File: src/rtl/reg_file_sb_if.sv
// Register-file bus between the pipeline (master) and reg_file_sb (slave).
// Every field is sampled each cycle and qualified by its own enable; there is no valid/ready stall.
interface reg_file_sb_if #(
  parameter int DATA_WIDTH = 32,
  parameter int ADDR_WIDTH = 5
);
  logic [ADDR_WIDTH-1:0] A1;
  logic [ADDR_WIDTH-1:0] A2;
  logic [DATA_WIDTH-1:0] RD1;
  logic [DATA_WIDTH-1:0] RD2;
  logic                  Busy1;
  logic                  Busy2;
  logic                  IssueD;
  logic                  RegWriteD;
  logic [ADDR_WIDTH-1:0] RdD;
  logic                  KillE;
  logic [ADDR_WIDTH-1:0] KillRd;
  logic                  RegWriteW;
  logic [ADDR_WIDTH-1:0] RdW;
  logic [DATA_WIDTH-1:0] ResultW;
  logic [DATA_WIDTH-1:0] a0;

  modport master (
    output A1, A2, IssueD, RegWriteD, RdD, KillE, KillRd, RegWriteW, RdW, ResultW,
    input  RD1, RD2, Busy1, Busy2, a0
  );

  modport slave (
    input  A1, A2, IssueD, RegWriteD, RdD, KillE, KillRd, RegWriteW, RdW, ResultW,
    output RD1, RD2, Busy1, Busy2, a0
  );
endinterface

File: src/rtl/reg_file_sb.sv
// 32x32 integer register file with W->D bypass on both read ports and a
// per-register pending-write scoreboard that drives the Busy flags.
module reg_file_sb #(
  parameter int DATA_WIDTH = 32,
  parameter int ADDR_WIDTH = 5,
  parameter int CNT_WIDTH  = 2
) (
  input logic          clk,
  input logic          rst,
  reg_file_sb_if.slave bus
);
  localparam int NREG   = 2 ** ADDR_WIDTH;
  localparam int SW     = CNT_WIDTH + 2;
  localparam int A0_IDX = 10;
  localparam logic [SW-1:0] CNT_MAX = SW'((2 ** CNT_WIDTH) - 1);

  logic [DATA_WIDTH-1:0] regs     [NREG];
  logic [CNT_WIDTH-1:0]  cnt      [NREG];
  logic [CNT_WIDTH-1:0]  cnt_next [NREG];
  logic [SW-1:0]         up       [NREG];
  logic [SW-1:0]         dn       [NREG];
  logic                  wb1;
  logic                  wb2;

  // Sum is formed in a wider field so that inc and up to two decrements net
  // out before the clamp; x0 is never tracked.
  always_comb begin
    for (int r = 0; r < NREG; r++) begin
      up[r] = {2'b00, cnt[r]}
            + SW'(bus.IssueD && bus.RegWriteD && (bus.RdD == ADDR_WIDTH'(r)));
      dn[r] = SW'(bus.RegWriteW && (bus.RdW == ADDR_WIDTH'(r)))
            + SW'(bus.KillE && (bus.KillRd == ADDR_WIDTH'(r)));
      if (r == 0) begin
        cnt_next[r] = '0;
      end else if (up[r] < dn[r]) begin
        cnt_next[r] = '0;
      end else if ((up[r] - dn[r]) > CNT_MAX) begin
        cnt_next[r] = CNT_MAX[CNT_WIDTH-1:0];
      end else begin
        cnt_next[r] = CNT_WIDTH'(up[r] - dn[r]);
      end
    end
  end

  always_ff @(posedge clk) begin
    if (rst) begin
      for (int r = 0; r < NREG; r++) begin
        regs[r] <= '0;
        cnt[r]  <= '0;
      end
    end else begin
      if (bus.RegWriteW && (bus.RdW != '0)) begin
        regs[bus.RdW] <= bus.ResultW;
      end
      for (int r = 0; r < NREG; r++) begin
        cnt[r] <= cnt_next[r];
      end
    end
  end

  // More completions than outstanding writers, or a fourth writer in flight,
  // means the pipeline lost track of a destination.
  always_ff @(posedge clk) begin
    if (!rst) begin
      for (int r = 1; r < NREG; r++) begin
        assert (up[r] >= dn[r]);
        assert (up[r] <= (dn[r] + CNT_MAX));
      end
    end
  end

  assign wb1 = bus.RegWriteW && (bus.RdW == bus.A1);
  assign wb2 = bus.RegWriteW && (bus.RdW == bus.A2);

  assign bus.RD1 = (bus.A1 == '0) ? '0 : (wb1 ? bus.ResultW : regs[bus.A1]);
  assign bus.RD2 = (bus.A2 == '0) ? '0 : (wb2 ? bus.ResultW : regs[bus.A2]);

  // A writer retiring this cycle is served by the bypass, so it is discounted.
  assign bus.Busy1 = (bus.A1 != '0) && ((cnt[bus.A1] - CNT_WIDTH'(wb1)) != '0);
  assign bus.Busy2 = (bus.A2 != '0) && ((cnt[bus.A2] - CNT_WIDTH'(wb2)) != '0);

  assign bus.a0 = regs[A0_IDX];
endmodule

File: src/flat_wrapper.sv
// flat-port wrapper written by rule: the top's interface ports become plain ports
module reg_file_sb_flat 
#(
  parameter int DATA_WIDTH = 32,
  parameter int ADDR_WIDTH = 5,
  parameter int CNT_WIDTH  = 2
)
  (clk, rst, bus_A1, bus_A2, bus_IssueD, bus_RegWriteD, bus_RdD, bus_KillE, bus_KillRd, bus_RegWriteW, bus_RdW, bus_ResultW, bus_RD1, bus_RD2, bus_Busy1, bus_Busy2, bus_a0);
  reg_file_sb_if #(.DATA_WIDTH(DATA_WIDTH), .ADDR_WIDTH(ADDR_WIDTH)) bus_i ();
  input logic clk;
  input logic rst;
  input wire logic [$bits(bus_i.A1)-1:0] bus_A1;
  input wire logic [$bits(bus_i.A2)-1:0] bus_A2;
  input wire logic [$bits(bus_i.IssueD)-1:0] bus_IssueD;
  input wire logic [$bits(bus_i.RegWriteD)-1:0] bus_RegWriteD;
  input wire logic [$bits(bus_i.RdD)-1:0] bus_RdD;
  input wire logic [$bits(bus_i.KillE)-1:0] bus_KillE;
  input wire logic [$bits(bus_i.KillRd)-1:0] bus_KillRd;
  input wire logic [$bits(bus_i.RegWriteW)-1:0] bus_RegWriteW;
  input wire logic [$bits(bus_i.RdW)-1:0] bus_RdW;
  input wire logic [$bits(bus_i.ResultW)-1:0] bus_ResultW;
  output wire logic [$bits(bus_i.RD1)-1:0] bus_RD1;
  output wire logic [$bits(bus_i.RD2)-1:0] bus_RD2;
  output wire logic [$bits(bus_i.Busy1)-1:0] bus_Busy1;
  output wire logic [$bits(bus_i.Busy2)-1:0] bus_Busy2;
  output wire logic [$bits(bus_i.a0)-1:0] bus_a0;
  assign bus_i.A1 = bus_A1;
  assign bus_i.A2 = bus_A2;
  assign bus_i.IssueD = bus_IssueD;
  assign bus_i.RegWriteD = bus_RegWriteD;
  assign bus_i.RdD = bus_RdD;
  assign bus_i.KillE = bus_KillE;
  assign bus_i.KillRd = bus_KillRd;
  assign bus_i.RegWriteW = bus_RegWriteW;
  assign bus_i.RdW = bus_RdW;
  assign bus_i.ResultW = bus_ResultW;
  assign bus_RD1 = bus_i.RD1;
  assign bus_RD2 = bus_i.RD2;
  assign bus_Busy1 = bus_i.Busy1;
  assign bus_Busy2 = bus_i.Busy2;
  assign bus_a0 = bus_i.a0;
  reg_file_sb #(.DATA_WIDTH(DATA_WIDTH), .ADDR_WIDTH(ADDR_WIDTH), .CNT_WIDTH(CNT_WIDTH)) u_core (.clk(clk), .rst(rst), .bus(bus_i));
endmodule
File: config.mk
export PLATFORM = sky130hd
export DESIGN_NAME = reg_file_sb_flat
export DESIGN_NICKNAME = d
export VERILOG_FILES = /design/src/rtl/reg_file_sb_if.sv /design/src/rtl/reg_file_sb.sv /design/src/flat_wrapper.sv
export SDC_FILE = /design/constraint.sdc
export NUM_CORES = 2
export LEC_CHECK = 0
export BUFFER_PORTS_ARGS = -buffer_cell sky130_fd_sc_hd__buf_2
export CAP_MARGIN = 15
export CORE_MARGIN = 5
export CORE_UTILIZATION = 49
export DETAILED_ROUTE_END_ITERATION = 10
export PLACE_DENSITY_LB_ADDON = 0.15
export SLEW_MARGIN = 5
export SYNTH_ARGS = -nofsm -noshare
export SYNTH_HDL_FRONTEND = slang
export SYNTH_SLANG_ARGS = --single-unit
File: constraint.sdc
create_clock -name clk -period 3.6 [get_ports clk]
set_clock_uncertainty 0.2 [all_clocks]
set_input_delay 0.72 -clock clk [delete_from_list [all_inputs] [get_ports clk]]
set_output_delay 0.72 -clock clk [all_outputs]
set_load 0.05 [all_outputs]
# After elaboration in Yosys (flattened, before gate mapping)
# Memories as Yosys holds them, arrays and structs flattened.
# Cells that the tools add are included.
[classes]
n_mux = 107
n_bitwise = 32
n_lt_le_gt_ge = 62
n_eq_ne = 95
reduce_logical = 107
n_addsub = 95
[op_table]
columns = ["cell", "count"]
rows = [
  ["$eq 5x5->1 const B", 48],
  ["$mux 2", 94],
  ["$mux 32", 5],
  ["$gt 4x2->1 const B", 31],
  ["$lt 4x4->1", 31],
  ["$sub 4x4->4", 31],
  ["$eq 5x4->1 const B", 24],
  ["$logic_and 1x1->1", 99],
  ["$add 2x1->3", 31],
  ["$add 1x1->2", 31],
  ["$eq 5x3->1 const B", 12],
  ["$or 1x1->1", 32],
  ["$reduce_or 32->1", 1],
  ["$eq 5x2->1 const B", 6],
  ["$eq 5x1->1 const B", 3],
  ["$reduce_bool 5->1", 3],
  ["$eq 5x5->1", 2],
  ["$logic_not 5->1", 2],
  ["$mux 1", 7],
  ["$mux 5", 1],
  ["$reduce_bool 2->1", 2],
  ["$sub 2x1->2", 2],
]
[word_totals]
out_inout_bits = 98
n_memories = 2
regBits = 0
wordCells = 500
mem_bits_rw = 1088
inputBits = 63
[memory_table]
columns = ["name", "depth", "width", "read_ports", "rd_ports_with_merged_regs", "write_ports", "line_no", "source"]
rows = [
  ["u_core.regs", 32, 32, 3, 0, 32, "reg_file_sb.sv:17", "logic [DATA_WIDTH-1:0] regs [NREG];"],
  ["u_core.cnt", 32, 2, 33, 0, 32, "reg_file_sb.sv:18", "logic [CNT_WIDTH-1:0] cnt [NREG];"],
]

# Logic depth before layout (Yosys ltp)
[depth]
depth_word = 8
depth_mapped = 14
ltp_nobuf = 14

# Worst setup path after synthesis
# No wires, ideal clock.
[synth_path]
path_type = "input port to output port"
start = "in bus_A2[0]"
end = "out bus_Busy2"
stages = 8
n_path_buf = 3
arrival_ns = 3.382
setup_slack_ns = -0.702
t_required_ns = 2.680
path_cell_list = "buf_2 > buf_4 > buf_2 > mux4_2 > mux2i_1 > a21oi_1 > xnor2_1 > o32ai_1"
[synth_via]
elab_chain_len = 5
word_cells_on_any_way = 7
cone_classes = "1 x add/sub; 1 x eq/ne; 4 x reduce/logical; 1 x memory"
[synth_rtl]
columns = ["element", "line_no", "source"]
rows = [
  ["from (decl)", "flat_wrapper.sv:13", "input wire logic [$bits(bus_i.A2)-1:0] bus_A2;"],
  ["branches (longest 4 deep; another with $mem_v2 32x2)", "n/a", ""],
  ["$logic_and 1x1->1 *", "reg_file_sb.sv:80", "assign bus.Busy2 = (bus.A2 != '0) && ((cnt[bus.A2] - CNT_WIDTH'(wb2)) != '0);"],
  ["to (decl)", "flat_wrapper.sv:25", "output wire logic [$bits(bus_i.Busy2)-1:0] bus_Busy2;"],
]
# Every way passes the cells marked *.

# Final worst setup path
[layout_path]
start = "in bus_A2[0]"
end = "out bus_RD2[1]"
[layout_via]
elab_chain_len = 4
word_cells_on_any_way = 6
cone_classes = "1 x eq/ne; 2 x mux; 2 x reduce/logical; 1 x memory"
[layout_rtl]
columns = ["element", "line_no", "source"]
rows = [
  ["branches (longest 3 deep; another with $mem_v2 32x32)", "n/a", ""],
  ["$mux 32 *", "reg_file_sb.sv:76", "assign bus.RD2 = (bus.A2 == '0) ? '0 : (wb2 ? bus.ResultW : regs[bus.A2]);"],
  ["to (decl)", "flat_wrapper.sv:23", "output wire logic [$bits(bus_i.RD2)-1:0] bus_RD2;"],
]
# Marked as above.

==> flow_summary.toml <==
[layout]
final_cells = 6406
drive_above_1_share = 0.353
nets = 4925
syn2layout_area_growth_pct = 20.5
final_core_util = 0.593
nFillCells = 9554

[logic_synthesis]
yosysUniqueCellTypes = 43
yosysTopAreaCell = "edfxtp_1"
synth_top_cell_area_share = 0.491
netlist_area_sq_mm = 0.0627
yosys_warnings = 0
ys_seq_elements = 1086
postSynthAreaPerCell_sq_um = 14.8
ys_seq_area_frac = 0.510
ys.flop_type = "edfxtp_1"
async_flop_share = 0
synth_edf_count = 1024
synth.area.top_cells = "edfxtp_1, mux4_2, and2_1"
synth_cells = 4234

[setup_path]
worstPathMaxFanout = 6
critical_path_class = "in2out"
r2r_slack_ns = 1.38
startpoint_type = "input pin"
cp-end-kind = "primary output"
cp.required_ns = 2.68
crit_arrival_ns = 3.00

[detailed_routing]
route.detailed.drc = 0
dr_total_vias = 41000
drt_pass1_iterations = 8
ant_nets = 0
via_per_inst = 6.41
wl_per_cell_um = 33.0
drt_wl_total_mm = 212
first_iter_violations = 5126

[status]
violations = "negative setup slack"
outcome = "complete, but fails checks"

[sta]
worst_pin_slew_ns = 0.732
period_share = 1.09
whs_ns = 0.0752
finalHoldViolations = 0
max_freq_ghz = 0.255
slew_headroom = 0.512
rsz0062_at_grt = "yes"
drv_slew = 0
final.min_clock_period_ns = 3.92
layout_setup_ws_ns = -0.317
fin_setup_tns_ns = -12.49
setup_violations = 66

[run]
cap_violations = 0

[cts]
cts-buffers-inserted = 119
cts.path.max_buffers = 3
holdBufCountCts = 0
clk_pin_slew_worst_paths_ns = 0.06
htree_levels = 3
clock_latency_ns = 0.70
cts_sinks = 1086
cts_root_buf = "clkbuf_16"
cts_tree = "built"

[pwr]
p_leak_nw = 27.7
seq_power_share = 0.448
power_switching_mw = 9.38
p_clk_frac = 0.355
p_int_mw = 24.5
power.share.combinational = 0.197
swShare = 0.277
p_per_area_mw_per_mm2 = 449
ir_drop_uv = 426

[global_routing]
grt_pass1_vias = 41500
met3_usage = 0.0629
antenna_found_initial = 9
use_met2 = 0.514
grt-busiest-layer = "met2"
grt_pass1_wl_mm = 302
grtUsageMet1 = 0.420
gr-usage-all-layers = 0.312
overflow = 0
grt_max_degree = 40

[min_path]
hp-class = "in2reg"

[place]
place_inst = 6091
gp_congestion = 0.863
port-buffer-count = 160
dp_hpwl_mm = 132

[floorplan]
die_area_sq_mm = 0.135
die_y_um = 368
die_x_um = 368
core_area_sq_mm = 0.127
std_cell_rows = 131
initial_core_util = 0.492
io_pins = 161
flip-flops by register name (all words and copies together) (netlist names):
register     flops
u_core.cnt      62
u_core.regs   1024
power by group through the flow:
stage	registers [mW]	logic, mW	clock network, mW
finish	15.2	6.67	12.0
global route	15.2	7.03	12.7
CTS	15.1	6.57	12.2
detailed placement	15.4	6.06	0
global placement	15.4	6.02	0
floorplan	15.2	3.88	0
metrics by stage:
step / cell area [sq um] / setup WS (ns) / total power, mW
finish: 75500 / -0.317 / 33.9
global route: 75500 / -0.328 / 35.0
CTS: 75300 / -0.299 / 33.9
detailed placement: 69300 / -0.532 / 21.5
global placement: 69300 / -0.532 / 21.4
floorplan: 63300 / -0.0490 / 19.1
cell usage in the layout (no fill, tap or decap), types with 32 or more instances in the layout:
master and instances:
edfxtp_1 1024, inv_1 217, fa_1 62, buf_2 86, conb_1 32, or2_2 33, nand2_1 85, ha_1 155
buf_4 300, dfxtp_1 62, nor2_4 37, buf_12 136, buf_6 82, clkbuf_16 123, nor2_1 168, mux4_2 671
and2_1 992, mux2i_1 54
final timing paths:
| check | depth (start not counted) | endpoint | start |
|---|---|---|---|
| worst max-delay path | 10 | bus_RD2[1] | bus_A2[0] |
| worst min-delay path | 2 | u_core.regs[10][5]$_SDFFCE_PN0P_ | bus_ResultW[5] |
| worst max register to register | 6 | u_core.cnt[8][0]$_SDFF_PP0_ | u_core.cnt[8][0]$_SDFF_PP0_ |
| worst min register to register | 4 | u_core.cnt[20][1]$_SDFF_PP0_ | u_core.cnt[20][1]$_SDFF_PP0_ |
worst max-delay path: stages:
cell	delay [ns]
buf_16	0.14
buf_12	0.14
buf_12	0.13
buf_8	0.11
mux4_2	0.50
mux4_2	0.59
mux2i_1	0.22
buf_4	0.15
a211oi_4	0.08
buf_12	0.17
metal layers:
layer / vias to the layer above / part of all wire
met1: 21500 / 0.37
met3: 446 / 0.10
met5: - / 0.000052
met2: 2330 / 0.49
met4: 2 / 0.038
li1: 16700 / -
area by class of cell:
class	count	area [sq um]	share of cell area
flip-flops and latches	1086	32000	0.424
repair buffers	656	7540	0.0998
clock inverters	81	724	0.00959
multi-input cells	2564	29300	0.388
clock buffers	135	3040	0.0402
inverters	218	823	0.0109
well taps	1662	2080	0.0275
diodes	4	10.0	0.000133
logic make-up (layout without fill, tap and decap cells):
group | Yosys count | in the layout | share of synthesized area
xor gates and xnor gates | 12 | 12 | 0.00168
buffers and inverters | 615 | 1090 | 0.0396
other | 1 | 36 | 0.0000598
DFF | 1086 | 1086 | 0.510
adders and majority gates | 217 | 217 | 0.0508
muxes | 748 | 748 | 0.253
and+or+nand+nor | 1414 | 1414 | 0.128
AOI/OAI and AO/OA | 141 | 141 | 0.0160
what timing repair did:
| item | CTS | global route |
|---|---|---|
| endpoints found under the setup margin | 66 | 66 |
| endpoints found under the hold margin | 0 | 0 |
| gates cloned | 22 | 4 |
| resized for setup | 242 | 67 |
| pin swaps | 27 | 28 |
| buffers inserted | 61 | 25 |
cell usage after synthesis (8+ instances only):
cell type  number
o21ai_1        32
buf_4          13
dfxtp_1        62
clkbuf_1      279
or2_2          33
nor2b_1         9
and2_1        992
a211oi_1       32
xor2_1          8
mux4_2        671
ha_1          155
nand2b_1        8
nor3_1         31
buf_1          22
buf_2          80
fa_1           62
edfxtp_1     1024
o31ai_1        31
nand3_1        12
nand2_1        87
inv_1         217
mux2i_1        75
a311oi_1       31
nor2_1        227
(Power assumes the default switching activity.)
